### src/rtl/apb_uart_fifo_if.sv
// APB3 slave bus bundle for apb_uart_fifo.
// Signal names follow the APB3 convention so the bus matches the peripheral fabric.
interface apb_uart_fifo_if;
    logic        PSEL;
    logic        PENABLE;
    logic        PWRITE;
    logic [4:0]  PADDR;
    logic [15:0] PWDATA;
    logic [15:0] PRDATA;
    logic        PREADY;
    logic        PSLVERR;

    modport master (
        output PSEL, PENABLE, PWRITE, PADDR, PWDATA,
        input  PRDATA, PREADY, PSLVERR
    );

    modport slave (
        input  PSEL, PENABLE, PWRITE, PADDR, PWDATA,
        output PRDATA, PREADY, PSLVERR
    );
endinterface

### src/rtl/apb_uart_fifo.sv
// APB3 UART with TX/RX FIFOs, 16x oversampled receiver, sticky error flags and level IRQ.
// Optional parity (PEN/PODD at 0x10[7:6]) is built when UART_PARITY_EN is defined.
module apb_uart_fifo #(
    parameter int          DATA_WIDTH = 8,
    parameter int          TX_DEPTH   = 16,
    parameter int          RX_DEPTH   = 16,
    parameter logic [15:0] BAUD_RST   = 16'd1
) (
    input  logic           PCLK,
    input  logic           PRESET,
    apb_uart_fifo_if.slave apb,
    input  logic           RX,
    output logic           TX,
    output logic           IRQ
);
    localparam int TXAW = $clog2(TX_DEPTH);
    localparam int RXAW = $clog2(RX_DEPTH);
    localparam logic [2:0] LAST_BIT = 3'(DATA_WIDTH - 1);

    typedef enum logic [2:0] {S_IDLE, S_START, S_DATA, S_PAR, S_STOP} uart_st_t;

    logic [15:0]           r_baud, r_baud_cnt;
    logic [DATA_WIDTH-1:0] r_tx_mem [TX_DEPTH];
    logic [DATA_WIDTH-1:0] r_rx_mem [RX_DEPTH];
    logic [TXAW-1:0]       r_tx_wr, r_tx_rd;
    logic [RXAW-1:0]       r_rx_wr, r_rx_rd;
    logic [TXAW:0]         r_tx_cnt;
    logic [RXAW:0]         r_rx_cnt;
    logic [5:0]            r_ie;
    logic                  r_ovf, r_ferr;
    uart_st_t              r_tx_st, r_rx_st;
    logic [3:0]            r_tx_os, r_rx_os;
    logic [2:0]            r_tx_bit, r_rx_bit;
    logic [DATA_WIDTH-1:0] r_tx_data, r_rx_data;
    logic                  r_tx, r_rx_s1, r_rx_s2, r_rx_s3, r_rx_pbit;

    logic        w_xfer, w_err, w_ok_wr, w_ok_rd, w_tick;
    logic [2:0]  w_idx;
    logic        w_tx_full, w_tx_empty, w_rx_full, w_rx_empty;
    logic        w_tx_push, w_tx_pop, w_rx_push, w_rx_pop;
    logic        w_baud_wr, w_ie_wr, w_stat_rd, w_rx_done, w_rx_fall, w_tx_idle;
    logic        w_pen, w_podd, w_perr;
    logic [5:0]  w_status, w_ie_mask;
    logic [15:0] w_rdata;
    logic        w_unused;

    assign w_xfer     = apb.PSEL & apb.PENABLE;
    assign w_idx      = apb.PADDR[4:2];
    assign w_tx_full  = (r_tx_cnt == (TXAW+1)'(TX_DEPTH));
    assign w_tx_empty = (r_tx_cnt == '0);
    assign w_rx_full  = (r_rx_cnt == (RXAW+1)'(RX_DEPTH));
    assign w_rx_empty = (r_rx_cnt == '0);

    // Errored accesses are squashed so they leave every register untouched.
    assign w_err = w_xfer & ((w_idx >= 3'd5) |
                   (apb.PWRITE & ((w_idx == 3'd0 & w_tx_full) | w_idx == 3'd1 | w_idx == 3'd2)));
    assign w_ok_wr   = w_xfer & apb.PWRITE & ~w_err;
    assign w_ok_rd   = w_xfer & ~apb.PWRITE & ~w_err;
    assign w_tx_push = w_ok_wr & (w_idx == 3'd0);
    assign w_baud_wr = w_ok_wr & (w_idx == 3'd3);
    assign w_ie_wr   = w_ok_wr & (w_idx == 3'd4);
    assign w_rx_pop  = w_ok_rd & (w_idx == 3'd1) & ~w_rx_empty;
    assign w_stat_rd = w_ok_rd & (w_idx == 3'd2);

    assign w_tx_idle = (r_tx_st == S_IDLE) & w_tx_empty;
    assign w_status  = {w_tx_idle, w_perr, r_ferr, r_ovf, ~w_rx_empty, ~w_tx_full};
    assign IRQ       = |(w_status & r_ie & w_ie_mask);
    assign TX        = r_tx;

    always_comb begin
        w_rdata = '0;
        if (w_ok_rd) begin
            case (w_idx)
                3'd1:    w_rdata = w_rx_empty ? 16'd0 : 16'(r_rx_mem[r_rx_rd]);
                3'd2:    w_rdata = {10'd0, w_status};
                3'd3:    w_rdata = r_baud;
                3'd4:    w_rdata = {8'd0, w_pen, w_podd, r_ie & w_ie_mask};
                default: w_rdata = '0;
            endcase
        end
    end

    assign apb.PRDATA  = PRESET ? 16'd0 : w_rdata;
    assign apb.PSLVERR = ~PRESET & w_err;
    assign apb.PREADY  = 1'b1;

    always_ff @(posedge PCLK) begin
        if (PRESET) begin
            r_baud     <= BAUD_RST;
            r_baud_cnt <= BAUD_RST;
            r_ie       <= '0;
        end else begin
            if (w_baud_wr) r_baud <= apb.PWDATA;
            if (w_ie_wr)   r_ie   <= apb.PWDATA[5:0];
            if (w_baud_wr)   r_baud_cnt <= apb.PWDATA;
            else if (w_tick) r_baud_cnt <= r_baud;
            else             r_baud_cnt <= r_baud_cnt - 16'd1;
        end
    end
    assign w_tick = (r_baud_cnt == 16'd0);

    always_ff @(posedge PCLK) begin
        if (w_tx_push) r_tx_mem[r_tx_wr] <= apb.PWDATA[DATA_WIDTH-1:0];
        if (w_rx_push) r_rx_mem[r_rx_wr] <= r_rx_data;
    end

    always_ff @(posedge PCLK) begin
        if (PRESET) begin
            r_tx_wr <= '0; r_tx_rd <= '0; r_tx_cnt <= '0;
            r_rx_wr <= '0; r_rx_rd <= '0; r_rx_cnt <= '0;
            r_ovf   <= 1'b0; r_ferr <= 1'b0;
        end else begin
            if (w_tx_push) r_tx_wr <= r_tx_wr + 1'b1;
            if (w_tx_pop)  r_tx_rd <= r_tx_rd + 1'b1;
            if (w_rx_push) r_rx_wr <= r_rx_wr + 1'b1;
            if (w_rx_pop)  r_rx_rd <= r_rx_rd + 1'b1;
            r_tx_cnt <= r_tx_cnt + {{TXAW{1'b0}}, w_tx_push} - {{TXAW{1'b0}}, w_tx_pop};
            r_rx_cnt <= r_rx_cnt + {{RXAW{1'b0}}, w_rx_push} - {{RXAW{1'b0}}, w_rx_pop};
            // A new event in the same cycle as a STATUS read survives the clear.
            r_ovf  <= (r_ovf  & ~w_stat_rd) | (w_rx_done & r_rx_s2 & w_rx_full);
            r_ferr <= (r_ferr & ~w_stat_rd) | (w_rx_done & ~r_rx_s2);
        end
    end

`ifdef UART_PARITY_EN
    logic r_pen, r_podd, r_perr;
    always_ff @(posedge PCLK) begin
        if (PRESET) begin
            r_pen <= 1'b0; r_podd <= 1'b0; r_perr <= 1'b0;
        end else begin
            if (w_ie_wr) begin
                r_pen  <= apb.PWDATA[7];
                r_podd <= apb.PWDATA[6];
            end
            r_perr <= (r_perr & ~w_stat_rd) |
                      (w_rx_done & r_rx_s2 & r_pen & ((^r_rx_data ^ r_podd) != r_rx_pbit));
        end
    end
    assign w_pen = r_pen;
    assign w_podd = r_podd;
    assign w_perr = r_perr;
    assign w_ie_mask = 6'h3F;
`else
    assign w_pen = 1'b0;
    assign w_podd = 1'b0;
    assign w_perr = 1'b0;
    assign w_ie_mask = 6'h2F;
`endif

    // A new frame starts straight out of the last stop tick, so frames run back to back.
    assign w_tx_pop = w_tick & ~w_tx_empty &
                      ((r_tx_st == S_IDLE) | (r_tx_st == S_STOP & r_tx_os == 4'd15));

    always_ff @(posedge PCLK) begin
        if (PRESET) begin
            r_tx_st <= S_IDLE; r_tx <= 1'b1; r_tx_os <= '0; r_tx_bit <= '0; r_tx_data <= '0;
        end else if (w_tick) begin
            if (w_tx_pop) begin
                r_tx_st   <= S_START;
                r_tx      <= 1'b0;
                r_tx_os   <= '0;
                r_tx_data <= r_tx_mem[r_tx_rd];
            end else if (r_tx_st != S_IDLE) begin
                r_tx_os <= r_tx_os + 4'd1;
                if (r_tx_os == 4'd15) begin
                    case (r_tx_st)
                        S_START: begin r_tx_st <= S_DATA; r_tx_bit <= '0; r_tx <= r_tx_data[0]; end
                        S_DATA: begin
                            if (r_tx_bit == LAST_BIT) begin
                                r_tx_st <= w_pen ? S_PAR : S_STOP;
                                r_tx    <= w_pen ? (^r_tx_data ^ w_podd) : 1'b1;
                            end else begin
                                r_tx_bit <= r_tx_bit + 3'd1;
                                r_tx     <= r_tx_data[r_tx_bit + 3'd1];
                            end
                        end
                        S_PAR:   begin r_tx_st <= S_STOP; r_tx <= 1'b1; end
                        default: r_tx_st <= S_IDLE;
                    endcase
                end
            end
        end
    end

    assign w_rx_fall = r_rx_s3 & ~r_rx_s2;
    assign w_rx_done = (r_rx_st == S_STOP) & w_tick & (r_rx_os == 4'd15);
    assign w_rx_push = w_rx_done & r_rx_s2 & ~w_rx_full;

    always_ff @(posedge PCLK) begin
        if (PRESET) begin
            r_rx_s1 <= 1'b1; r_rx_s2 <= 1'b1; r_rx_s3 <= 1'b1;
            r_rx_st <= S_IDLE; r_rx_os <= '0; r_rx_bit <= '0; r_rx_data <= '0; r_rx_pbit <= 1'b0;
        end else begin
            r_rx_s1 <= RX;
            r_rx_s2 <= r_rx_s1;
            r_rx_s3 <= r_rx_s2;
            case (r_rx_st)
                S_IDLE: if (w_rx_fall) begin r_rx_st <= S_START; r_rx_os <= '0; end
                S_START: if (w_tick) begin
                    if (r_rx_os == 4'd7) begin
                        r_rx_os  <= '0;
                        r_rx_bit <= '0;
                        r_rx_st  <= r_rx_s2 ? S_IDLE : S_DATA;
                    end else begin
                        r_rx_os <= r_rx_os + 4'd1;
                    end
                end
                default: if (w_tick) begin
                    r_rx_os <= r_rx_os + 4'd1;
                    if (r_rx_os == 4'd15) begin
                        case (r_rx_st)
                            S_DATA: begin
                                r_rx_data[r_rx_bit] <= r_rx_s2;
                                if (r_rx_bit == LAST_BIT) r_rx_st <= w_pen ? S_PAR : S_STOP;
                                else                      r_rx_bit <= r_rx_bit + 3'd1;
                            end
                            S_PAR:   begin r_rx_pbit <= r_rx_s2; r_rx_st <= S_STOP; end
                            default: r_rx_st <= S_IDLE;
                        endcase
                    end
                end
            endcase
        end
    end

    assign w_unused = ^{apb.PADDR[1:0], r_rx_pbit};
endmodule

### src/flat_wrapper.sv
// flat-port wrapper written by rule: the top's interface ports become plain ports
module apb_uart_fifo_flat 
#(
    parameter int          DATA_WIDTH = 8,
    parameter int          TX_DEPTH   = 16,
    parameter int          RX_DEPTH   = 16,
    parameter logic [15:0] BAUD_RST   = 16'd1
)
  (PCLK, PRESET, RX, TX, IRQ, apb_PSEL, apb_PENABLE, apb_PWRITE, apb_PADDR, apb_PWDATA, apb_PRDATA, apb_PREADY, apb_PSLVERR);
  apb_uart_fifo_if apb_i ();
  input  logic PCLK;
  input  logic PRESET;
  input  logic RX;
  output logic TX;
  output logic IRQ;
  input wire logic [$bits(apb_i.PSEL)-1:0] apb_PSEL;
  input wire logic [$bits(apb_i.PENABLE)-1:0] apb_PENABLE;
  input wire logic [$bits(apb_i.PWRITE)-1:0] apb_PWRITE;
  input wire logic [$bits(apb_i.PADDR)-1:0] apb_PADDR;
  input wire logic [$bits(apb_i.PWDATA)-1:0] apb_PWDATA;
  output wire logic [$bits(apb_i.PRDATA)-1:0] apb_PRDATA;
  output wire logic [$bits(apb_i.PREADY)-1:0] apb_PREADY;
  output wire logic [$bits(apb_i.PSLVERR)-1:0] apb_PSLVERR;
  assign apb_i.PSEL = apb_PSEL;
  assign apb_i.PENABLE = apb_PENABLE;
  assign apb_i.PWRITE = apb_PWRITE;
  assign apb_i.PADDR = apb_PADDR;
  assign apb_i.PWDATA = apb_PWDATA;
  assign apb_PRDATA = apb_i.PRDATA;
  assign apb_PREADY = apb_i.PREADY;
  assign apb_PSLVERR = apb_i.PSLVERR;
  apb_uart_fifo #(.DATA_WIDTH(DATA_WIDTH), .TX_DEPTH(TX_DEPTH), .RX_DEPTH(RX_DEPTH), .BAUD_RST(BAUD_RST)) u_core (.PCLK(PCLK), .PRESET(PRESET), .apb(apb_i), .RX(RX), .TX(TX), .IRQ(IRQ));
endmodule
### config.mk
export PLATFORM = sky130hd
export DESIGN_NAME = apb_uart_fifo_flat
export DESIGN_NICKNAME = d
export VERILOG_FILES = /design/src/rtl/apb_uart_fifo_if.sv /design/src/rtl/apb_uart_fifo.sv /design/src/flat_wrapper.sv
export SDC_FILE = /design/constraint.sdc
export NUM_CORES = 1
export LEC_CHECK = 0
export CAP_MARGIN = 40
export CORE_MARGIN = 4
export CORE_UTILIZATION = 61
export DETAILED_ROUTE_END_ITERATION = 10
export PLACE_DENSITY = 0.79
export SETUP_SLACK_MARGIN = 0.05
export SYNTH_ARGS = -nofsm -noshare
export SYNTH_HDL_FRONTEND = slang
export SYNTH_SLANG_ARGS = --single-unit
### constraint.sdc
create_clock -name PCLK -period 4.1 [get_ports PCLK]
set_input_delay 0.82 -clock PCLK [delete_from_list [all_inputs] [get_ports PCLK]]
set_output_delay 0.82 -clock PCLK [all_outputs]
set_load 0.02 [all_outputs]
=== Yosys cells after proc, flatten, opt, wreduce, memory -nomap -nowiden ===
Memory sizes are Yosys's and may differ from the RTL's. A register that Yosys moved wholly into a read port is not among the register bits.
Index checks and enable logic that the tools add are counted.
Widths: inputs -> output; s select.

* Word-level logic and storage cells: 193
* Memories kept: 2
* RAM bits: 256
* Bits in latches: 0
* Input port bits: 27
* ROM bits: 0
* Register bits after elaboration: 98
* Output and inout port bits: 20

* Shifts and indexed selects: 0
* Add/subtract/negate cells: 13
* $lt $le $gt $ge: 4
* Multiply operators: 0
* Reductions and logical operators: 27
* Equal/unequal tests: 26
* Divide/modulo/power cells: 0
* Bitwise logic cells: 47
* Mux-type cells: 52

{| class="wikitable"
|+ Memories
! memory !! depth !! width !! rd ports !! clocked after memory_dff !! write ports !! RTL line !! source
|-
| u_core.r_rx_mem || 16 || 8 || 1 || 1 || 1 || apb_uart_fifo.sv:24 || <nowiki>logic [DATA_WIDTH-1:0] r_rx_mem [RX_DEPTH];</nowiki>
|-
| u_core.r_tx_mem || 16 || 8 || 1 || 1 || 1 || apb_uart_fifo.sv:23 || <nowiki>logic [DATA_WIDTH-1:0] r_tx_mem [TX_DEPTH];</nowiki>
|}

{| class="wikitable"
|+ Operators by type and width
! cell !! number
|-
| $mux 16 || 4
|-
| $pmux 16 s4 || 1
|-
| $mux 3 || 17
|-
| $mux 4 || 8
|-
| $and 1x1->1 || 28
|-
| $add 4x1->4 const B || 6
|-
| $pmux 3 s2 || 4
|-
| $eq 3x2->1 const B || 6
|-
| $reduce_and 6->1 || 3
|-
| $logic_not 16->1 || 1
|-
| $sub 16x1->16 const B || 1
|-
| $eq 3x3->1 const B || 5
|-
| $not 1->1 || 12
|-
| $reduce_and 4->1 || 3
|-
| $reduce_bool 2->1 || 6
|-
| $add 5x1->5 || 2
|-
| $eq 5x5->1 const B || 2
|-
| $logic_not 5->1 || 2
|-
| $mux 1 || 10
|-
| $sub 5x1->5 || 2
|-
| $eq 3x1->1 const B || 3
|-
| $logic_not 3->1 || 3
|-
| $pmux 3 s3 || 1
|-
| $bwmux 8 || 1
|-
| other kinds (25) || 38
|}

=== Longest topological paths before layout ===
Gate-level depths: netlist of the first run.

* Word-level depth: 13
* Mapped depth: 18
* Depth with buffers taken out: 16

=== Least setup slack after synthesis of the first run ===
Ideal clock, no wire load.

* Kind: register to register
* Start point: register u_core.r_baud_cnt[0]
* End point: register u_core.r_tx_cnt[4]
* Buffers on the path: 2
* Cell stages (with the launch flop): 19
* Clock period less this slack: 3353 ps
* Slack: 747 ps
* Arrival: 3221 ps
* Library setup time: 132 ps
* Cell sequence: dfxtp_1 inv_1 ha_1 or4b_4 nor2_1 clkbuf_1 nand3_1 clkbuf_1 inv_1 ha_1 inv_1 ha_1 inv_1 fa_1 inv_1 a21oi_1 nor2_1 or3_1 a21oi_1

* Cells in the longest elaborated chain, start to end: 4

{| class="wikitable"
|+ Ends and longest elaborated chain
! what !! RTL line !! source
|-
| start, declared || apb_uart_fifo.sv:22 || <nowiki>logic [15:0] r_baud, r_baud_cnt;</nowiki>
|-
| start signal, assigned || apb_uart_fifo.sv:95 || <nowiki>if (w_baud_wr) r_baud_cnt <= apb.PWDATA;</nowiki>
|-
| start signal, assigned || apb_uart_fifo.sv:96 || <nowiki>else if (w_tick) r_baud_cnt <= r_baud;</nowiki>
|-
| start signal, assigned || apb_uart_fifo.sv:97 || <nowiki>else r_baud_cnt <= r_baud_cnt - 16'd1;</nowiki>
|-
| $logic_not 16->1 || apb_uart_fifo.sv:100 || <nowiki>assign w_tick = (r_baud_cnt == 16'd0);</nowiki>
|-
| $and 1x1->1 (2 in a row) || apb_uart_fifo.sv:151 || <nowiki>assign w_tx_pop = w_tick & ~w_tx_empty &</nowiki>
|-
| net u_core.w_tx_pop || apb_uart_fifo.sv:40 || <nowiki>logic w_tx_push, w_tx_pop, w_rx_push, w_rx_pop;</nowiki>
|-
| $sub 5x1->5 || apb_uart_fifo.sv:117 || <nowiki>r_tx_cnt <= r_tx_cnt + {{TXAW{1'b0}}, w_tx_push} - {{TXAW{1'b0}}, w_tx_pop};</nowiki>
|-
| end signal, assigned || apb_uart_fifo.sv:117 ||
|-
| end, declared || apb_uart_fifo.sv:27 || <nowiki>logic [TXAW:0] r_tx_cnt;</nowiki>
|}

The timed path passes the listed nets, and every way through them passes these cells.
A chain may end at the register's enable or synchronous reset.

==> metrics.sh, run 1 <==
ASYNCSETRESETFLOPFRACSYNTH_PCT=0
CLK_ROOT_BUFFER_CELL='clkbuf_16'
FINCLKSKEW_NS=0.0221
FIRST_PASS_ITERS=6
POWER_PER_CELL_AREA_nW_PER_UM2=497
FINAL_LAYOUT_SIZE_SUFFIX_GT1_SHARE_PCT=15.9
TOP_LAYER_REACHED_BY_SIGNAL_WIRES='met4'
CLOCK_SINK_COUNT=365
MAX_BUFFERS_ROOT_TO_SINK=3
YOSYSWARNINGCOUNT=0
START_UTIL_PCT=61.9
FLOORPLAN.ROWS=58
FINISH.NET_COUNT=1233
MAXIMUM_NUMBER_OF_PINS_ON_ONE_NET_BEFORE_GLOBAL_ROUTE_REPAIR=77
MAXSLEWVIOLCOUNT=0
STARTPOINT_TYPE='flip-flop'
INTERNAL_POWER_W=0.00649
ANTENNA_VIOLATIONS_BEFORE_REPAIR=0
GRT-OVFL-TOTAL=0
RSZ0062_AT_GRT='no'
CLOCK_TREE_FROM_TRITONCTS='done'
POST-CTS-SETUP-BUFFERS=0
DRT_ITER0_DRC=1110
SYN-MEAN-INSTANCE-AREA_SQ_UM=13.9
PLACE_CONGESTION=0.866
HOLD_PATH_CLASS='flip-flop to flip-flop'
GRT_UTIL_ALL_LAYERS_PCT=24.2
PLACEMENT.IO_BUFFERS=43
POWER_SPENT_CHARGING_AND_DISCHARGING_NETS_W=0.00228
SYNTH_AREA_SQ_UM=15500
PEAK_FREQ_MHz=254
POWER_SWITCHING_SHARE_PCT=25.9
ROUTED_VIA_DENSITY=6.25
R2R_SLACK_NS=0.84
MAX_CAP_VIOL_COUNT=0
PEAKVDDDROP_mV=0.358
CTS_INSERTED_BUFFERS=38
VIAS=9588
TIMING.FINAL.SETUP_VIOLATIONS=0
YOSYS_REGISTER_BITS=365
OUTCOME='finished clean'
SYNTH_CELL_TYPE_COUNT=65
CRITPATHMAXFANOUT=28
WORSTMARGINPINSLEW_NS=0.890
FINAL_UTIL_PCT=70.3
WORSTSETUPPATHTYPE='flip-flop to output port'
FINALINSTANCEAREA_SQ_UM=17700
COMB_POWER_SHARE_PCT=15.1
WORST_SLEW_MARGIN_REL_PCT=40.5
CLK_LATENCY_NS=0.53
COUNT_OF_ANTENNA_VIOLATING_NETS_LEFT_AFTER_DETAILED_ROUTING=0
DIE_HEIGHT_UM=168
DRC=0
TIMING.CRITICAL_PATH.ARRIVAL_NS=3.12
LAYOUT_MIN_CYCLE_TIME_NS=3.94
MOST_FREQUENT_CELLS_IN_THE_LAYOUT='edfxtp_1, dfxtp_1, nor2_1'
PIN_COUNT=47
PLACE_HPWL_UM=21200
SYNTH-MAIN-FF-CELL='edfxtp_1'
AVGROUTEDWIREPERCELL_UM=22.2
CTS.HOLD.BUFFERS_ADDED=0
SEQUENTIAL_TO_TOTAL_AREA_SHARE_FROM_YOSYS_STAT_PCT=63.5
MET3WIRELENGTH_UM=2470
SYN2LAYOUT_AREA_GROWTH_PCT=13.6
HOLD_VIOL_FINAL=0
DIE-AREA_SQ_UM=28100
FIN_CRIT_SH_PCT=96.0
ROUTE.MET2.WL_UM=16500
DIE_WIDTH_UM=168
TIMING.CRITICAL_PATH.REQUIRED_NS=3.28
ANTENNA_CELLS=0
CTS.REPORTEDPATHS.CLKPINSLEW_NS=0.06
FIRST_PASS_GRT_WIRE_LENGTH_UM=53200
CTS.REPAIR.RESIZED=0
CTS.HTREE.LEVELS=2
SYNTH_FP_NETS=1178
SYNTH_ENABLE_FLOP_CELLS=256
POST_ROUTE_SETUP_TNS_NS=0
DETAIL_ROUTE.WIRELENGTH_UM=34100
NATURE_OF_THE_CRITICAL_PATH_ENDPOINT='output port'
POWER_FRAC_SEQ_PCT=47.3
FLOORPLAN.CORE_AREA_SQ_UM=25100
POST_SYNTH_INST_COUNT=1121
MET1_LENGTH_UM=14200
POWER.SHARE.CLOCK_PCT=37.6
VIAS_IN_THE_FIRST_GLOBAL_ROUTE=9474
LEADING_CELL_TYPE_IN_THE_LAYOUT_FILL_AND_TAPS_EXCLUDED='edfxtp_1'
PLACEMENT.CELL_AREA_SQ_UM=16400
LEAKAGE_nW=5.99
## stage by stage
step	worst slack (ns)	hold WS, ns	total power [W]	std cells
final	0.164	0.448	0.00877	1533
after global routing	0.0454	0.471	0.00910	1533
after CTS	0.126	0.451	0.00879	1533
after detailed placement	0.343	0.434	0.00552	1466
after global placement	0.422	0.427	0.00549	1464
after floorplan	0.747	0.389	0.00511	1121
## worst max-delay path, stage by stage (launching register included)
cell             delay (ns)
dfxtp_2                0.35
buf_12                 0.24
mux4_2                 0.55
mux2i_1                0.31
nor2_1                 0.08
a21oi_1                0.28
o22ai_1                0.16
clkdlybuf4s50_1        0.59
## routing by layer
layer	global-route usage, %	vias up
met5	0	-
met4	7.27	0
met3	4.75	67
met2	39.1	357
met1	33.8	4790
li1	-	4374
## final timing paths
kind                              startpoint                             to  cells after the start
min                u_core.r_rx_s1$_SDFF_PP1_      u_core.r_rx_s2$_SDFF_PP1_                      1
max reg2reg  u_core.r_baud_cnt[0]$_SDFF_PP1_  u_core.r_rx_cnt[4]$_SDFF_PP0_                     14
min reg2reg        u_core.r_rx_s1$_SDFF_PP1_      u_core.r_rx_s2$_SDFF_PP1_                      1
max                                flip-flop                  apb_PRDATA[5]                      7
## synthesized netlist by cell type, drive strengths merged (10+ instances only)
cell type  count  share of area (%)
a21o          10               0.48
a21oi         69                2.2
a22oi         22                1.1
and2          16               0.64
and3          24               0.97
buf           17               0.48
clkbuf        47                1.1
dfxtp        109                 14
edfxtp       256                 49
ha            28                2.3
inv           20               0.48
mux2i         34                2.2
mux4          66                9.6
nand2         81                2.0
nand3         25               0.81
nand4         17               0.68
nor2          92                2.2
nor2b         14               0.56
nor3          13               0.42
o21ai         20               0.64
xnor2         10               0.56
xor2          18                1.0
## cell type report
cell class | instances | area [sq um]
multi-input combinational | 672 | 5350
tap | 330 | 413
clock inverter | 15 | 126
inverter | 20 | 75.1
sequential | 365 | 9870
clock buffer | 52 | 1080
fill | 1629 | 7450
timing repair buffer | 79 | 739
## registers in the layout, indices dropped and copies added (netlist names), 3 cells and up, named ones only
| register | count |
|---|---|
| u_core.r_ie | 5 |
| u_core.r_tx_mem | 128 |
| u_core.r_tx_wr | 4 |
| u_core.r_baud_cnt | 16 |
| u_core.r_tx_bit | 3 |
| u_core.r_tx_cnt | 5 |
| u_core.r_tx_os | 4 |
| u_core.r_rx_mem | 128 |
| u_core.r_rx_st | 3 |
| u_core.r_tx_data | 8 |
| u_core.r_rx_cnt | 5 |
| u_core.r_baud | 16 |
| u_core.r_rx_data | 8 |
| u_core.r_tx_st | 3 |
| u_core.r_rx_os | 4 |
| u_core.r_rx_bit | 3 |
| u_core.r_rx_rd | 4 |
| u_core.r_tx_rd | 4 |
| u_core.r_rx_wr | 4 |
## logic make-up (layout without fill, tap and decap cells)
kind of cell	Yosys count	count (layout)	synth area share (%)
buf+inv	84	166	2.10
xor+xnor	28	28	1.58
flops	365	365	63.5
mux	109	109	12.4
other cells	1	1	0.0241
simple gates	346	346	11.6
fa+ha+maj	30	30	2.51
compound gates	158	158	6.23
## power by group through the flow
stage	combinational, W	clock (W)	sequential [W]
6_report	0.00132	0.00330	0.00415
5_1_grt	0.00144	0.00350	0.00416
4_1_cts	0.00131	0.00333	0.00415
3_5_place_dp	0.00129	0	0.00423
3_3_place_gp	0.00124	0	0.00424
2_1_floorplan	0.000947	0	0.00417
(Power assumes the default switching activity.)
==> inputs of run 2 (changes only) <==
Settings changed: CTS_CLUSTER_DIAMETER from default to 150, MAX_ROUTING_LAYER from default to met4.
==> run 2 against run 1 <==
- maximum frequency shrank 0.13%
- sequential share of layout area did not move
- global-route usage increased by 0.76 points
- first-iteration DRC count down 0.36%
- non-clock buffer count unchanged
- via count fell by 0.10%
- clock power about the same
- count of clock-buffer cells in the layout is the same
- largest power group unchanged
- combinational power barely moved
==> metrics.sh, run 2 (same netlist as run 1, synthesis figures left out) <==
REGISTER_AREA_SQ_UM=9870  # unchanged
TIMING.CRITICAL_PATH.SLOWEST_STAGE_CELL='clkdlybuf4s50_1'  # unchanged
PIN_COUNT=47  # unchanged
PEAK_FREQ_MHz=254  # about the same
NATURE_OF_THE_CRITICAL_PATH_ENDPOINT='output port'  # unchanged
POST-CTS-SETUP-BUFFERS=0  # unchanged
R2R_SLACK_NS=0.84  # about the same
CP_CELL_SEQUENCE='buf_12 > mux4_2 > mux2i_1 > nor2_1 > a21oi_1 > o22ai_1 > clkdlybuf4s50_1'  # unchanged
MAX_CAP_VIOL_COUNT=0  # unchanged
CLK_ROOT_BUFFER_CELL='clkbuf_16'  # unchanged
PEAKVDDDROP_mV=0.362  # was 0.358 mV
ANTENNA_VIOLATIONS_BEFORE_REPAIR=0  # unchanged
CTS.HTREE.LEVELS=2  # unchanged
DRT_ITER0_DRC=1106  # was 1110
MOST_FREQUENT_CELLS_IN_THE_LAYOUT='edfxtp_1, dfxtp_1, nor2_1'  # unchanged
PLACEMENT.CELL_AREA_SQ_UM=16400  # unchanged
AVGROUTEDWIREPERCELL_UM=22.2  # about the same
CTS.HOLD.BUFFERS_ADDED=0  # unchanged
TIMING.CRITICAL_PATH.SLOWEST_CELL_DELAY_NS=0.60  # was 0.59 ns
CRITICAL-PATH-TOP-DELAY-FAMILY='multiplexers'  # unchanged
HOLD_PATH_CLASS='flip-flop to flip-flop'  # unchanged
ROUTED_VIA_DENSITY=6.25  # about the same
PLACEMENT.IO_BUFFERS=43  # unchanged
LAYOUT_MIN_CYCLE_TIME_NS=3.94  # about the same
OUTCOME='finished clean'  # unchanged
PLACE_CONGESTION=0.880  # was 0.866
MAX_BUFFERS_ROOT_TO_SINK=3  # unchanged
DETAIL_ROUTE.WIRELENGTH_UM=34000  # was 34100 um
POWER_SWITCHING_SHARE_PCT=26.0  # was 25.9%
SYN2LAYOUT_AREA_GROWTH_PCT=13.6  # unchanged
POST_ROUTE_SETUP_TNS_NS=0  # unchanged
DRC=0  # unchanged
CRITPATHMAXFANOUT=28  # unchanged
FIRST_PASS_GRT_WIRE_LENGTH_UM=53200  # about the same
FINISH.NET_COUNT=1233  # unchanged
TIMING.FINAL.SETUP_VIOLATIONS=0  # unchanged
WORSTMARGINPINSLEW_NS=0.909  # was 0.890 ns
DIE_WIDTH_UM=168  # unchanged
DIE_HEIGHT_UM=168  # unchanged
POWER.SHARE.CLOCK_PCT=37.6  # about the same
COUNT_OF_ANTENNA_VIOLATING_NETS_LEFT_AFTER_DETAILED_ROUTING=0  # unchanged
LEADING_CELL_TYPE_IN_THE_LAYOUT_FILL_AND_TAPS_EXCLUDED='edfxtp_1'  # unchanged
WORSTSETUPPATHTYPE='flip-flop to output port'  # unchanged
GRT-OVFL-TOTAL=0  # unchanged
START_UTIL_PCT=61.9  # unchanged
DIE-AREA_SQ_UM=28100  # unchanged
TIMING.CRITICAL_PATH.REQUIRED_NS=3.28  # about the same
CRITICAL_PATH.N_BUFFERS_INVERTERS=2  # unchanged
TIMING.CRITICAL_PATH.ARRIVAL_NS=3.12  # about the same
LARGEST_REGISTERS='u_core.r_rx_mem (128), u_core.r_tx_mem (128)'  # unchanged
CTS_INSERTED_BUFFERS=38  # unchanged
CTS.REPORTEDPATHS.CLKPINSLEW_NS=0.06  # about the same
RSZ0062_AT_GRT='no'  # unchanged
WORST_SLEW_MARGIN_REL_PCT=39.2  # was 40.5%
FINALINSTANCEAREA_SQ_UM=17700  # unchanged
STARTPOINT_TYPE='flip-flop'  # unchanged
VIAS_IN_THE_FIRST_GLOBAL_ROUTE=9474  # unchanged
LEAKAGE_nW=5.99  # unchanged
INTERNAL_POWER_W=0.00649  # about the same
ANTENNA_CELLS=0  # unchanged
PLACE_HPWL_UM=21200  # unchanged
COMB_POWER_SHARE_PCT=15.1  # about the same
FINAL_UTIL_PCT=70.3  # unchanged
MAXSLEWVIOLCOUNT=0  # unchanged
CLOCK_SINK_COUNT=365  # unchanged
FINCLKSKEW_NS=0.0212  # was 0.0221 ns
FLOORPLAN.ROWS=58  # unchanged
NFILLCELLS=1629  # unchanged
POWER_SPENT_CHARGING_AND_DISCHARGING_NETS_W=0.00228  # about the same
POWER_FRAC_SEQ_PCT=47.3  # about the same
VIAS=9578  # was 9588
FINAL_LAYOUT_SIZE_SUFFIX_GT1_SHARE_PCT=15.9  # unchanged
POWER_PER_CELL_AREA_nW_PER_UM2=497  # about the same
MAXIMUM_NUMBER_OF_PINS_ON_ONE_NET_BEFORE_GLOBAL_ROUTE_REPAIR=77  # unchanged
FIN_CRIT_SH_PCT=96.1  # was 96.0%
FIRST_PASS_ITERS=5  # was 6
FLOORPLAN.CORE_AREA_SQ_UM=25100  # unchanged
MULTI_INPUT_AREA_SQ_UM=5350  # unchanged
WHS_NS=0.449  # was 0.448 ns
GRT_UTIL_ALL_LAYERS_PCT=24.9  # was 24.2%
CLK_LATENCY_NS=0.53  # about the same
HOLD_VIOL_FINAL=0  # unchanged
CLOCK_TREE_FROM_TRITONCTS='done'  # unchanged
[run 2: cell counts in the layout (fill, tap and decap cells not counted)]
No cell type changed its count.
[run 2: final cells by class]
class	instances	area share (%)
Clock inverter	15	0.716
Multi-Input combinational cell	672	30.3
Sequential cell	365	55.9
Timing Repair Buffer	79	4.19
Tap cell	330	2.34
Clock buffer	52	6.10
Inverter	20	0.425
[run 2: what timing repair did]
item                                   in CTS  in global routing
resized for setup                           0                  2
setup endpoints to repair                   0                  1
endpoints found under the hold margin       0                  0
[run 2: metal layers]
| layer | up-vias | wire, um | track usage, % |
|---|---|---|---|
| met4 | 0 | 926 | 7.27 |
| li1 | 4377 | - | - |
| met2 | 375 | 16500 | 39.0 |
| met1 | 4753 | 14000 | 33.9 |
| met5 | - | 0 | - |
| met3 | 73 | 2610 | 4.77 |
[run 2: worst paths after layout]
kind	start	endpoint	cells past startpoint
min	u_core.r_rx_s1$_SDFF_PP1_	u_core.r_rx_s2$_SDFF_PP1_	1
min reg2reg	u_core.r_rx_s1$_SDFF_PP1_	u_core.r_rx_s2$_SDFF_PP1_	1
max reg2reg	u_core.r_tx_cnt[3]$_SDFF_PP0_	u_core.r_tx_cnt[4]$_SDFF_PP0_	18
max	flip-flop	apb_PRDATA[5]	7
[run 2: worst register-to-register path: stages (launching register included)]
cell	delay (ns)
dfxtp_1	0.35
inv_1	0.07
ha_1	0.21
nor4b_1	0.15
buf_4	0.17
a2111oi_0	0.37
buf_4	0.21
nand3_1	0.10
inv_1	0.19
ha_1	0.26
inv_1	0.06
ha_1	0.15
inv_1	0.05
fa_1	0.39
inv_1	0.07
a21oi_1	0.06
nor2_1	0.11
or3_1	0.12
a21oi_1	0.06
[run 2: power by group through the flow]
stage / clock network, W / registers, W / logic [W]
4_1_cts: 0.00333 / 0.00415 / 0.00131
6_report: 0.00330 / 0.00415 / 0.00132
2_1_floorplan: 0 / 0.00417 / 0.000947
3_5_place_dp: 0 / 0.00423 / 0.00129
5_1_grt: 0.00350 / 0.00416 / 0.00144
3_3_place_gp: 0 / 0.00424 / 0.00124
[run 2: metrics by stage]
step	total power, W	worst slack (ns)	cells
2_1_floorplan	0.00511	0.747	1121
3_3_place_gp	0.00549	0.422	1464
3_5_place_dp	0.00552	0.343	1466
4_1_cts	0.00879	0.126	1533
5_1_grt	0.00910	0.0458	1533
6_report	0.00877	0.158	1533
==> inputs of run 3 (changes only) <==
Settings changed: CORE_UTILIZATION 61 to 45, PLACE_DENSITY 0.79 to default, RECOVER_POWER from default to 50.
==> run 3 against run 2 <==
- the run now ends with max-capacitance violations, max-slew violations left
- die area up 34%
- clock skew grew 0.0069 ns
- sequential share of layout area down 0.61 points
- register-to-register slack got worse by 0.30 ns
- cell area up 1.1%
- critical path depth is 1 lower
- critical path type unchanged
- critical endpoint is now apb_PRDATA[1]
==> metrics.sh, run 3 (same netlist as run 1, synthesis figures left out) <==
OUTCOME='complete, but fails checks'  # was finished clean
FAILED_CHECKS='max-capacitance violations, max-slew violations'
POST-PLACE-WS_NS=0.298  # was 0.343 ns
DRT_ITER0_DRC=644  # was 1106
LAYOUTNONFILLERINSTCOUNT=1656  # was 1533
CTS_INSERTED_BUFFERS=39  # was 38
VIAS_IN_THE_FIRST_GLOBAL_ROUTE=9306  # was 9474
WORST_SLEW_MARGIN_REL_PCT=-3.98  # was 39.2%
COUNT_OF_ANTENNA_VIOLATING_NETS_LEFT_AFTER_DETAILED_ROUTING=0  # unchanged
TIMING.CRITICAL_PATH.SLOWEST_STAGE_CELL='clkdlybuf4s50_1'  # unchanged
CP_CELL_SEQUENCE='buf_4 > mux4_2 > mux2_2 > a21oi_1 > o22ai_1 > clkdlybuf4s50_1'  # was buf_12 > mux4_2 > mux2i_1 > nor2_1 > a21oi_1 > o22ai_1 > clkdlybuf4s50_1
MOST_FREQUENT_CELLS_IN_THE_LAYOUT='edfxtp_1, dfxtp_1, nor2_1'  # unchanged
SETUP_SLACK_NS=0.209  # was 0.158 ns
GRT_UTIL_ALL_LAYERS_PCT=18.2  # was 24.9%
TIMING.CRITICAL_PATH.ARRIVAL_NS=3.07  # was 3.12 ns
ANTENNA_VIOLATIONS_BEFORE_REPAIR=0  # unchanged
CRIT_PATH_CAPTURE='apb_PRDATA[1]'  # was apb_PRDATA[5]
TIMING.CRITICAL_PATH.SLOWEST_CELL_DELAY_NS=0.57  # was 0.60 ns
R2R_SLACK_NS=0.54  # was 0.84 ns
FIRST_PASS_GRT_WIRE_LENGTH_UM=53000  # was 53200 um
HOLD_VIOL_FINAL=0  # unchanged
LARGEST_REGISTERS='u_core.r_rx_mem (128), u_core.r_tx_mem (128)'  # unchanged
WORSTSETUPPATHTYPE='flip-flop to output port'  # unchanged
POWER_PER_CELL_AREA_nW_PER_UM2=499  # was 497 nW/um^2
VIAS=9281  # was 9578
FINAL_LAYOUT_SIZE_SUFFIX_GT1_SHARE_PCT=15.5  # was 15.9%
CLK_ROOT_BUFFER_CELL='clkbuf_16'  # unchanged
RSZ0062_AT_GRT='no'  # unchanged
LEAKAGE_nW=6.00  # was 5.99 nW
PLACE_HPWL_UM=22000  # was 21200 um
STARTPOINT_TYPE='flip-flop'  # unchanged
DETAIL_ROUTE.WIRELENGTH_UM=33700  # was 34000 um
FLOORPLAN.CORE_AREA_SQ_UM=33800  # was 25100 sq um
CLK_LATENCY_NS=0.54  # was 0.53 ns
POST_ROUTE_SETUP_TNS_NS=0  # unchanged
GRT-OVFL-TOTAL=0  # unchanged
DIE_WIDTH_UM=194  # was 168 um
TIMING.FINAL.SETUP_VIOLATIONS=0  # unchanged
ROUTED_VIA_DENSITY=5.60  # was 6.25
DIE_HEIGHT_UM=194  # was 168 um
POST-CTS-SETUP-BUFFERS=0  # unchanged
PLACEMENT.IO_BUFFERS=43  # unchanged
FINISH.NET_COUNT=1236  # was 1233
R2R_CELLS=8  # was 18
FINAL_UTIL_PCT=52.8  # was 70.3%
MAXSLEWVIOLCOUNT=112  # was 0
FIRST_PASS_ITERS=5  # unchanged
LEADING_CELL_TYPE_IN_THE_LAYOUT_FILL_AND_TAPS_EXCLUDED='edfxtp_1'  # unchanged
CTS.REPORTEDPATHS.CLKPINSLEW_NS=0.06  # about the same
CRITPATHMAXFANOUT=9  # was 28
CTS.REPAIR.RESIZED=1  # was 0
AVGROUTEDWIREPERCELL_UM=20.3  # was 22.2 um
REGTOREGSTARTPOINT='u_core.r_baud_cnt[0]$_SDFF_PP1_'  # was u_core.r_tx_cnt[3]$_SDFF_PP0_
DPL.CELL_COUNT=1586  # was 1466
PEAK_FREQ_MHz=257  # was 254 MHz
START_UTIL_PCT=46.0  # was 61.9%
CTS.HOLD.BUFFERS_ADDED=0  # unchanged
HOLD_PATH_CLASS='flip-flop to flip-flop'  # unchanged
SYN2LAYOUT_AREA_GROWTH_PCT=14.9  # was 13.6%
ANTENNA_CELLS=0  # unchanged
PIN_COUNT=47  # unchanged
WHS_NS=0.411  # was 0.449 ns
NATURE_OF_THE_CRITICAL_PATH_ENDPOINT='output port'  # unchanged
MAXIMUM_NUMBER_OF_PINS_ON_ONE_NET_BEFORE_GLOBAL_ROUTE_REPAIR=75  # was 77
WORSTREG2REGEND='u_core.r_rx_st[2]$_SDFFE_PP0P_'  # was u_core.r_tx_cnt[4]$_SDFF_PP0_
CTS.HTREE.LEVELS=2  # unchanged
WORSTMARGINPINSLEW_NS=1.56  # was 0.909 ns
FLOORPLAN.ROWS=67  # was 58
DRC=0  # unchanged
LAYOUT_MIN_CYCLE_TIME_NS=3.89  # was 3.94 ns
MAX_CAP_VIOL_COUNT=2  # was 0
FINCLKSKEW_NS=0.0282  # was 0.0212 ns
TIMING.CRITICAL_PATH.REQUIRED_NS=3.28  # about the same
DIE-AREA_SQ_UM=37600  # was 28100 sq um
MAX_BUFFERS_ROOT_TO_SINK=3  # unchanged
FIN_CRIT_SH_PCT=94.9  # was 96.1%
CLOCK_TREE_FROM_TRITONCTS='done'  # unchanged
PEAKVDDDROP_mV=0.339  # was 0.362 mV
CLOCK_SINK_COUNT=365  # unchanged
PLACE_CONGESTION=0.839  # was 0.880
[run 3: critical path: cells and delay by family, from the launching register on]
family / cells / cell delay (ns)
AOI/OAI and AO/OA: 2 / 0.44
buffers and inverters: 2 / 0.84
DFF: 1 / 0.47
muxes: 2 / 0.79
[run 3: area by class of cell]
type / instances / area, sq um
timing repair buffer: 81 / 722
tap: 448 / 561
fill: 2852 / 15900
sequential: 365 / 9870
multi-input combinational: 672 / 5340
clock buffer: 53 / 1100
clock inverter: 17 / 183
inverter: 20 / 75.1
[run 3: per-stage QoR]
step           power (W)  instance area, sq um
2_1_floorplan    0.00511                 15500
6_report         0.00890                 17900
3_5_place_dp     0.00554                 16600
3_3_place_gp     0.00553                 16600
4_1_cts          0.00902                 17900
5_1_grt          0.00930                 17900
[run 3: worst min path at each step]
stage                                    startpoint                   endpoint  slack (ns)  cells past startpoint
final                     u_core.r_rx_s1$_SDFF_PP1_  u_core.r_rx_s2$_SDFF_PP1_        0.41                      1
after global routing      u_core.r_rx_s1$_SDFF_PP1_  u_core.r_rx_s2$_SDFF_PP1_        0.45                      1
after CTS                 u_core.r_rx_s1$_SDFF_PP1_  u_core.r_rx_s2$_SDFF_PP1_        0.42                      1
after detailed placement  u_core.r_rx_s1$_SDFF_PP1_  u_core.r_rx_s2$_SDFF_PP1_        0.40                      1
after global placement    u_core.r_rx_s1$_SDFF_PP1_  u_core.r_rx_s2$_SDFF_PP1_        0.41                      1
after floorplan           u_core.r_rx_s1$_SDFF_PP1_  u_core.r_rx_s2$_SDFF_PP1_        0.39                      1
[run 3: power by group]
part	total [W]	internal, W	switching (W)
combinational	0.00128	0.000537	0.000748
clock	0.00347	0.00203	0.00144
sequential	0.00415	0.00401	0.000137
[run 3: per-layer routing]
layer	vias to the layer above	track usage [%]	wire [um]
met3	47	3.15	1610
li1	4377	-	-
met5	-	-	0
met1	4666	25.2	15500
met4	0	4.14	633
met2	191	28.7	16000
